## src/rtl/button_pkg.sv

```systemverilog
// Shared types and helpers for the push-button debounce/press-detect block.
package button_pkg;

    typedef enum logic [1:0] {
        IDLE     = 2'd0,
        PRESS_DB = 2'd1,
        HELD     = 2'd2,
        REL_DB   = 2'd3
    } chan_state_e;

    // Bits needed to hold values 0..max_val inclusive.
    function automatic int cnt_width(input int max_val);
        return (max_val < 1) ? 1 : $clog2(max_val + 1);
    endfunction

endpackage

```

## src/rtl/button_debounce_channel.sv

```systemverilog
// One button channel: 2-flop sync, debounce FSM, optional repeat timer (BUTTON_REPEAT_EN).
// Press pulse DEBOUNCE_CYCLES+2 edges after raw press; no backpressure, pulses are fire-and-forget.
module button_debounce_channel
    import button_pkg::*;
#(
    parameter int DEBOUNCE_CYCLES = 50000,
    parameter int ACTIVE_LOW      = 1,
    parameter int REPEAT_DELAY    = 25000000,
    parameter int REPEAT_PERIOD   = 5000000
) (
    input  logic clock,
    input  logic reset,
    input  logic btn_raw,
    output logic press_nxt,
    output logic press,
    output logic held
);

    localparam int CW = cnt_width(DEBOUNCE_CYCLES);
    localparam logic [CW-1:0] DB_LAST = CW'(DEBOUNCE_CYCLES - 1);
    localparam logic [CW-1:0] DB_MAX  = CW'(DEBOUNCE_CYCLES);

    logic          sync1_q, sync1_d, sync2_q, sync2_d;
    chan_state_e   state_q, state_d;
    logic [CW-1:0] cnt_q, cnt_d;
    logic          press_q, press_d, held_q, held_d;
    logic          press_entry, rpt_fire;
    logic          pressed;

    assign pressed = sync2_q;

    always_comb begin
        sync1_d = (ACTIVE_LOW != 0) ? ~btn_raw : btn_raw;
        sync2_d = sync1_q;
    end

    always_comb begin
        state_d     = state_q;
        cnt_d       = cnt_q;
        press_entry = 1'b0;
        case (state_q)
            IDLE: begin
                cnt_d = '0;
                if (pressed) begin
                    state_d = PRESS_DB;
                    cnt_d   = CW'(1);
                end
            end
            PRESS_DB: begin
                if (!pressed) begin
                    state_d = IDLE;
                    cnt_d   = '0;
                end else if (cnt_q == DB_LAST) begin
                    state_d     = HELD;
                    cnt_d       = '0;
                    press_entry = 1'b1;
                end else if (cnt_q != DB_MAX) begin
                    cnt_d = cnt_q + 1'b1;
                end
            end
            HELD: begin
                if (!pressed) begin
                    state_d = REL_DB;
                    cnt_d   = CW'(1);
                end
            end
            REL_DB: begin
                // A re-press during release debounce resumes HELD silently.
                if (pressed) begin
                    state_d = HELD;
                    cnt_d   = '0;
                end else if (cnt_q == DB_LAST) begin
                    state_d = IDLE;
                    cnt_d   = '0;
                end else if (cnt_q != DB_MAX) begin
                    cnt_d = cnt_q + 1'b1;
                end
            end
            default: begin
                state_d = IDLE;
                cnt_d   = '0;
            end
        endcase
        held_d = (state_d == HELD) || (state_d == REL_DB);
    end

`ifdef BUTTON_REPEAT_EN
    localparam int RPT_MAX = (REPEAT_DELAY > REPEAT_PERIOD) ? REPEAT_DELAY : REPEAT_PERIOD;
    localparam int RW      = cnt_width(RPT_MAX);
    localparam logic [RW-1:0] RPT_FIRST = RW'(REPEAT_DELAY - 1);
    localparam logic [RW-1:0] RPT_NEXT  = RW'(REPEAT_PERIOD - 1);

    logic [RW-1:0] rpt_q, rpt_d;
    logic          rpt_first_q, rpt_first_d;

    always_comb begin
        rpt_d       = rpt_q;
        rpt_first_d = rpt_first_q;
        rpt_fire    = 1'b0;
        if (state_q == PRESS_DB && state_d == HELD) begin
            rpt_d       = '0;
            rpt_first_d = 1'b1;
        end else if ((state_q == HELD || state_q == REL_DB) && state_d != IDLE) begin
            if (rpt_q == (rpt_first_q ? RPT_FIRST : RPT_NEXT)) begin
                rpt_fire    = 1'b1;
                rpt_d       = '0;
                rpt_first_d = 1'b0;
            end else begin
                rpt_d = rpt_q + 1'b1;
            end
        end else begin
            rpt_d       = '0;
            rpt_first_d = 1'b0;
        end
    end

    always_ff @(posedge clock) begin
        if (!reset) begin
            rpt_q       <= '0;
            rpt_first_q <= 1'b0;
        end else begin
            rpt_q       <= rpt_d;
            rpt_first_q <= rpt_first_d;
        end
    end
`else
    assign rpt_fire = 1'b0;
`endif

    assign press_d = press_entry | rpt_fire;

    always_ff @(posedge clock) begin
        if (!reset) begin
            sync1_q <= 1'b0;
            sync2_q <= 1'b0;
            state_q <= IDLE;
            cnt_q   <= '0;
            press_q <= 1'b0;
            held_q  <= 1'b0;
        end else begin
            sync1_q <= sync1_d;
            sync2_q <= sync2_d;
            state_q <= state_d;
            cnt_q   <= cnt_d;
            press_q <= press_d;
            held_q  <= held_d;
        end
    end

    assign press_nxt = press_d;
    assign press     = press_q;
    assign held      = held_q;

endmodule

```

## src/rtl/button_press_detector.sv

```systemverilog
// NUM_BUTTONS debounced press detectors plus a registered any-press flag; BUTTON_REPEAT_EN adds hold-to-repeat.
// Press pulse DEBOUNCE_CYCLES+2 edges after raw press, all outputs registered; no backpressure.
module button_press_detector
    import button_pkg::*;
#(
    parameter int NUM_BUTTONS     = 4,
    parameter int DEBOUNCE_CYCLES = 50000,
    parameter int ACTIVE_LOW      = 1,
    parameter int REPEAT_DELAY    = 25000000,
    parameter int REPEAT_PERIOD   = 5000000
) (
    input  logic                   clock,
    input  logic                   reset,
    input  logic [NUM_BUTTONS-1:0] buttons,
    output logic [NUM_BUTTONS-1:0] buttonPresses,
    output logic [NUM_BUTTONS-1:0] buttonHeld,
    output logic                   anyPress
);

    logic [NUM_BUTTONS-1:0] press_nxt;
    logic                   any_press_q, any_press_d;

    for (genvar gi = 0; gi < NUM_BUTTONS; gi++) begin : g_chan
        button_debounce_channel #(
            .DEBOUNCE_CYCLES (DEBOUNCE_CYCLES),
            .ACTIVE_LOW      (ACTIVE_LOW),
            .REPEAT_DELAY    (REPEAT_DELAY),
            .REPEAT_PERIOD   (REPEAT_PERIOD)
        ) u_chan (
            .clock     (clock),
            .reset     (reset),
            .btn_raw   (buttons[gi]),
            .press_nxt (press_nxt[gi]),
            .press     (buttonPresses[gi]),
            .held      (buttonHeld[gi])
        );
    end

    // Built from the channels' next-state pulses so it lines up with buttonPresses.
    assign any_press_d = |press_nxt;

    always_ff @(posedge clock) begin
        if (!reset) begin
            any_press_q <= 1'b0;
        end else begin
            any_press_q <= any_press_d;
        end
    end

    assign anyPress = any_press_q;

endmodule

```

## config.mk

```make
export PLATFORM = sky130hd
export DESIGN_NAME = button_press_detector
export DESIGN_NICKNAME = d
export VERILOG_FILES = /design/src/rtl/button_pkg.sv /design/src/rtl/button_debounce_channel.sv /design/src/rtl/button_press_detector.sv
export SDC_FILE = /design/constraint.sdc
export NUM_CORES = 1
export LEC_CHECK = 0
export CAP_MARGIN = 30
export CORE_MARGIN = 8
export CORE_UTILIZATION = 60
export CTS_CLUSTER_SIZE = 24
export DETAILED_ROUTE_END_ITERATION = 8
export DONT_BUFFER_PORTS = 1
export GPL_TIMING_DRIVEN = 0
export PLACE_DENSITY = 0.85
export SLEW_MARGIN = 10
export SYNTH_ARGS = -nofsm -noshare
export SYNTH_HDL_FRONTEND = slang
export SYNTH_SLANG_ARGS = --single-unit
```

## constraint.sdc

```tcl
create_clock -name clock -period 4.6 [get_ports clock]
set_clock_uncertainty 0.1 [all_clocks]
set_input_delay 0.46 -clock clock [delete_from_list [all_inputs] [get_ports clock]]
set_output_delay 0.46 -clock clock [all_outputs]
set_load 0.01 [all_outputs]
```

==> run summary <==
largest cells by area after synthesis -> dfxtp_1, nand2_1, nand3_1, a21oi_1, a31oi_1
multi-input logic area -> 2610 um2
pre-CTS setup slack -> 2180 ps
first-pass GRT wire length -> 17200 um
total number of yosys warnings -> 0
hold crit path type -> input port to flip-flop
Routed Antenna Nets -> 0
worst skew pair latency -> 360 ps
Max-slew headroom -> 0.520
number of flops mapped to enable cells by yosys -> 0
Post-CTS Resized -> 0
via/cell ratio -> 6.26
H-tree Lvls -> 3
setup ws final -> 2170 ps
WP data required -> 4740 ps
Synth area leader -> dfxtp_1
Area Overhead vs Synth -> 7.96%
Max FO, Critical Path -> 10
final net count -> 587
final hold violation count -> 0
post-CTS setup buffer count -> 0
root buffer cell -> clkbuf_8
Critical Path AT -> 2570 ps
Startpoint Class -> flip-flop
n_diodes -> 0
setup TNS -> 0 ps
VDD IR-drop max -> 0.153 mV
ys flop type -> dfxtp_1
worst path bufs/invs -> 1
register area share after synthesis -> 0.385
GR Layer Usage met3 -> 0.0421
cell with the most instances after synthesis -> dfxtp_1
CP Class -> flip-flop to flip-flop
post-synth cell types -> 63
vias -> 4249
final setup violation count -> 0
final period utilization -> 0.528
Synth async-reset ratio -> 0
IO buf count -> 0
cell area after synthesis -> 4620 um2
clk slew on worst S/H paths -> 100 ps
Die Area -> 10800 um2
status -> completed
hold buffer count at CTS -> 0
largest net degree at the start of global routing -> 16
clock tree buffer depth -> 2
Final Max Slew Viols -> 0
initial core utilization -> 0.608
Tightest Pin Transition -> 713 ps
post-layout min period -> 2430 ps
post-layout total power -> 0.00145 W
Mapped Cells -> 562
DIE HEIGHT -> 104 um
leakage power total -> 1.67 nW
CTS tree -> yes
initial DRC count -> 244
dpl hpwl -> 7220 um
Post-Route WL -> 10300 um
met1 Track Usage GR -> 0.228
Critical Path Max Stage Delay -> 490 ps
setup slack, reg-to-reg -> 2170 ps
clock tree sinks -> 89
routability cong. -> 0.902
maxcap violations -> 0
met2 Usage GRT -> 0.312
syn nets -> 576
syn_area_per_cell -> 8.23 um2
io pins -> 15
Max Clk Rate -> 0.411 GHz
Sequential Area -> 1780 um2
vias in the first global route -> 3775
site row count -> 32
CP cell instances -> ha_1 -> nand4b_1 -> nor4b_4 -> nor2_1 -> buf_2 -> a21oi_1 -> a31oi_1
synth cell count leaders -> dfxtp_1, nand2_1, nand3_1
initial antenna violation count -> 0
# fillers -> 615
Num CTS Buffers -> 9
GRT overflow -> 0
most crowded layer after global routing -> met2
Crit-path slowest cell -> nor4b_4
top cell type's share of synthesized area -> 0.385
layout cells sized above 1 -> 0.0659
Pre-Repair DR Iteration Count -> 5
FF+latch count, synth -> 89
cell family with most CP delay -> simple AND/OR/NAND/NOR gates
Pwr Density -> 291 nW/um2
Tot GR Track Use -> 0.185
drt wl/cell -> 15.2 um
core box area -> 7610 um2
Chip Width -> 104 um
CP Capture Type -> flip-flop
DRC -> 0
RSZ-0062 raised after global routing -> false
layout by cell type, fill, tap and decap left out, drive strengths merged, types with 3 or more instances in the layout:
| cell type | netlist | final |
|---|---|---|
| or3 | 10 | 10 |
| nand2b | 3 | 3 |
| or2 | 3 | 3 |
| nand3 | 45 | 45 |
| nor3 | 17 | 17 |
| nand4bb | 3 | 3 |
| clkbuf | 17 | 26 |
| a31oi | 21 | 21 |
| inv | 16 | 17 |
| nor3b | 3 | 3 |
| nand4b | 7 | 7 |
| nor2 | 32 | 32 |
| dfxtp | 89 | 89 |
| a21o | 3 | 3 |
| and3 | 7 | 7 |
| and2 | 14 | 14 |
| ha | 8 | 8 |
| xor2 | 7 | 7 |
| buf | 14 | 14 |
| a21boi | 18 | 18 |
| a41oi | 4 | 4 |
| nor2b | 11 | 11 |
| o21ai | 32 | 32 |
| nor4 | 9 | 9 |
| a21oi | 29 | 29 |
| bufinv | 0 | 3 |
| a22o | 8 | 8 |
| xnor2 | 4 | 4 |
| mux2i | 9 | 9 |
| or4b | 4 | 4 |
| nand2 | 66 | 66 |
| nand4 | 16 | 16 |
| o21a | 4 | 4 |
| nor4b | 3 | 3 |
| or4 | 3 | 3 |
state kept, by name, indices dropped and copies added (netlist names):
register	count
g_chan.u_chan.cnt_q	64
g_chan.u_chan.state_q	8
g_chan.u_chan.held	4
g_chan.u_chan.press	4
g_chan.u_chan.pressed	4
g_chan.u_chan.sync1_q	4
anyPress	1
cells by family (layout without fill, tap and decap cells):
family	after synthesis	after routing	share of synthesized area
multiplexers	9	9	0.0195
AO/OA/AOI/OAI	132	132	0.183
adder cells (fa/ha/maj)	8	8	0.0217
buffers and inverters	47	62	0.0493
flip-flops	89	89	0.385
AND/OR/NAND/NOR	266	266	0.321
XOR/XNOR	11	11	0.0208
routing by layer:
| metal | wire, um | vias up |
|---|---|---|
| met1 | 4410 | 2005 |
| met2 | 5030 | 156 |
| li1 | - | 2074 |
| met4 | 134 | 0 |
| met3 | 716 | 14 |
| met5 | 0 | - |
final timing paths:
check / start / endpoint / cells after the start
max: g_chan[3].u_chan.cnt_q[0]$_SDFFE_PN0P_ / g_chan[3].u_chan.cnt_q[8]$_SDFFE_PN0P_ / 7
min: buttons[1] / g_chan[1].u_chan.sync1_q$_SDFF_PN0_ / 1
max reg2reg: g_chan[3].u_chan.cnt_q[0]$_SDFFE_PN0P_ / g_chan[3].u_chan.cnt_q[8]$_SDFFE_PN0P_ / 7
min reg2reg: g_chan[3].u_chan.sync1_q$_SDFF_PN0_ / g_chan[3].u_chan.pressed$_SDFF_PN0_ / 1
layout make-up:
type / count / share of cell area
Buffer: 31 / 0.0336
Tap cell: 102 / 0.0256
Multi-Input combinational cell: 426 / 0.524
Clock buffer: 9 / 0.0248
Inverter: 16 / 0.0120
Sequential cell: 89 / 0.357
Clock inverter: 6 / 0.0233
power by group:
part / total, W / leakage [nW] / switching (W) / internal (W)
logic: 0.0000237 / 0.836 / 0.0000142 / 0.00000950
registers: 0.000779 / 0.719 / 0.00000452 / 0.000775
clock network: 0.000648 / 0.120 / 0.000286 / 0.000362
through the flow:
stage               hold WS, ps  utilization  area [um2]  cells
CTS                        50.5        0.656        4990    679
global placement            315        0.625        4750    664
floorplan                   312            -        4620    562
detailed placement          319        0.625        4750    664
global route               42.1        0.656        4990    679
finish                     57.9        0.656        4990    679
No activity file was read; power rests on OpenSTA's default activity.
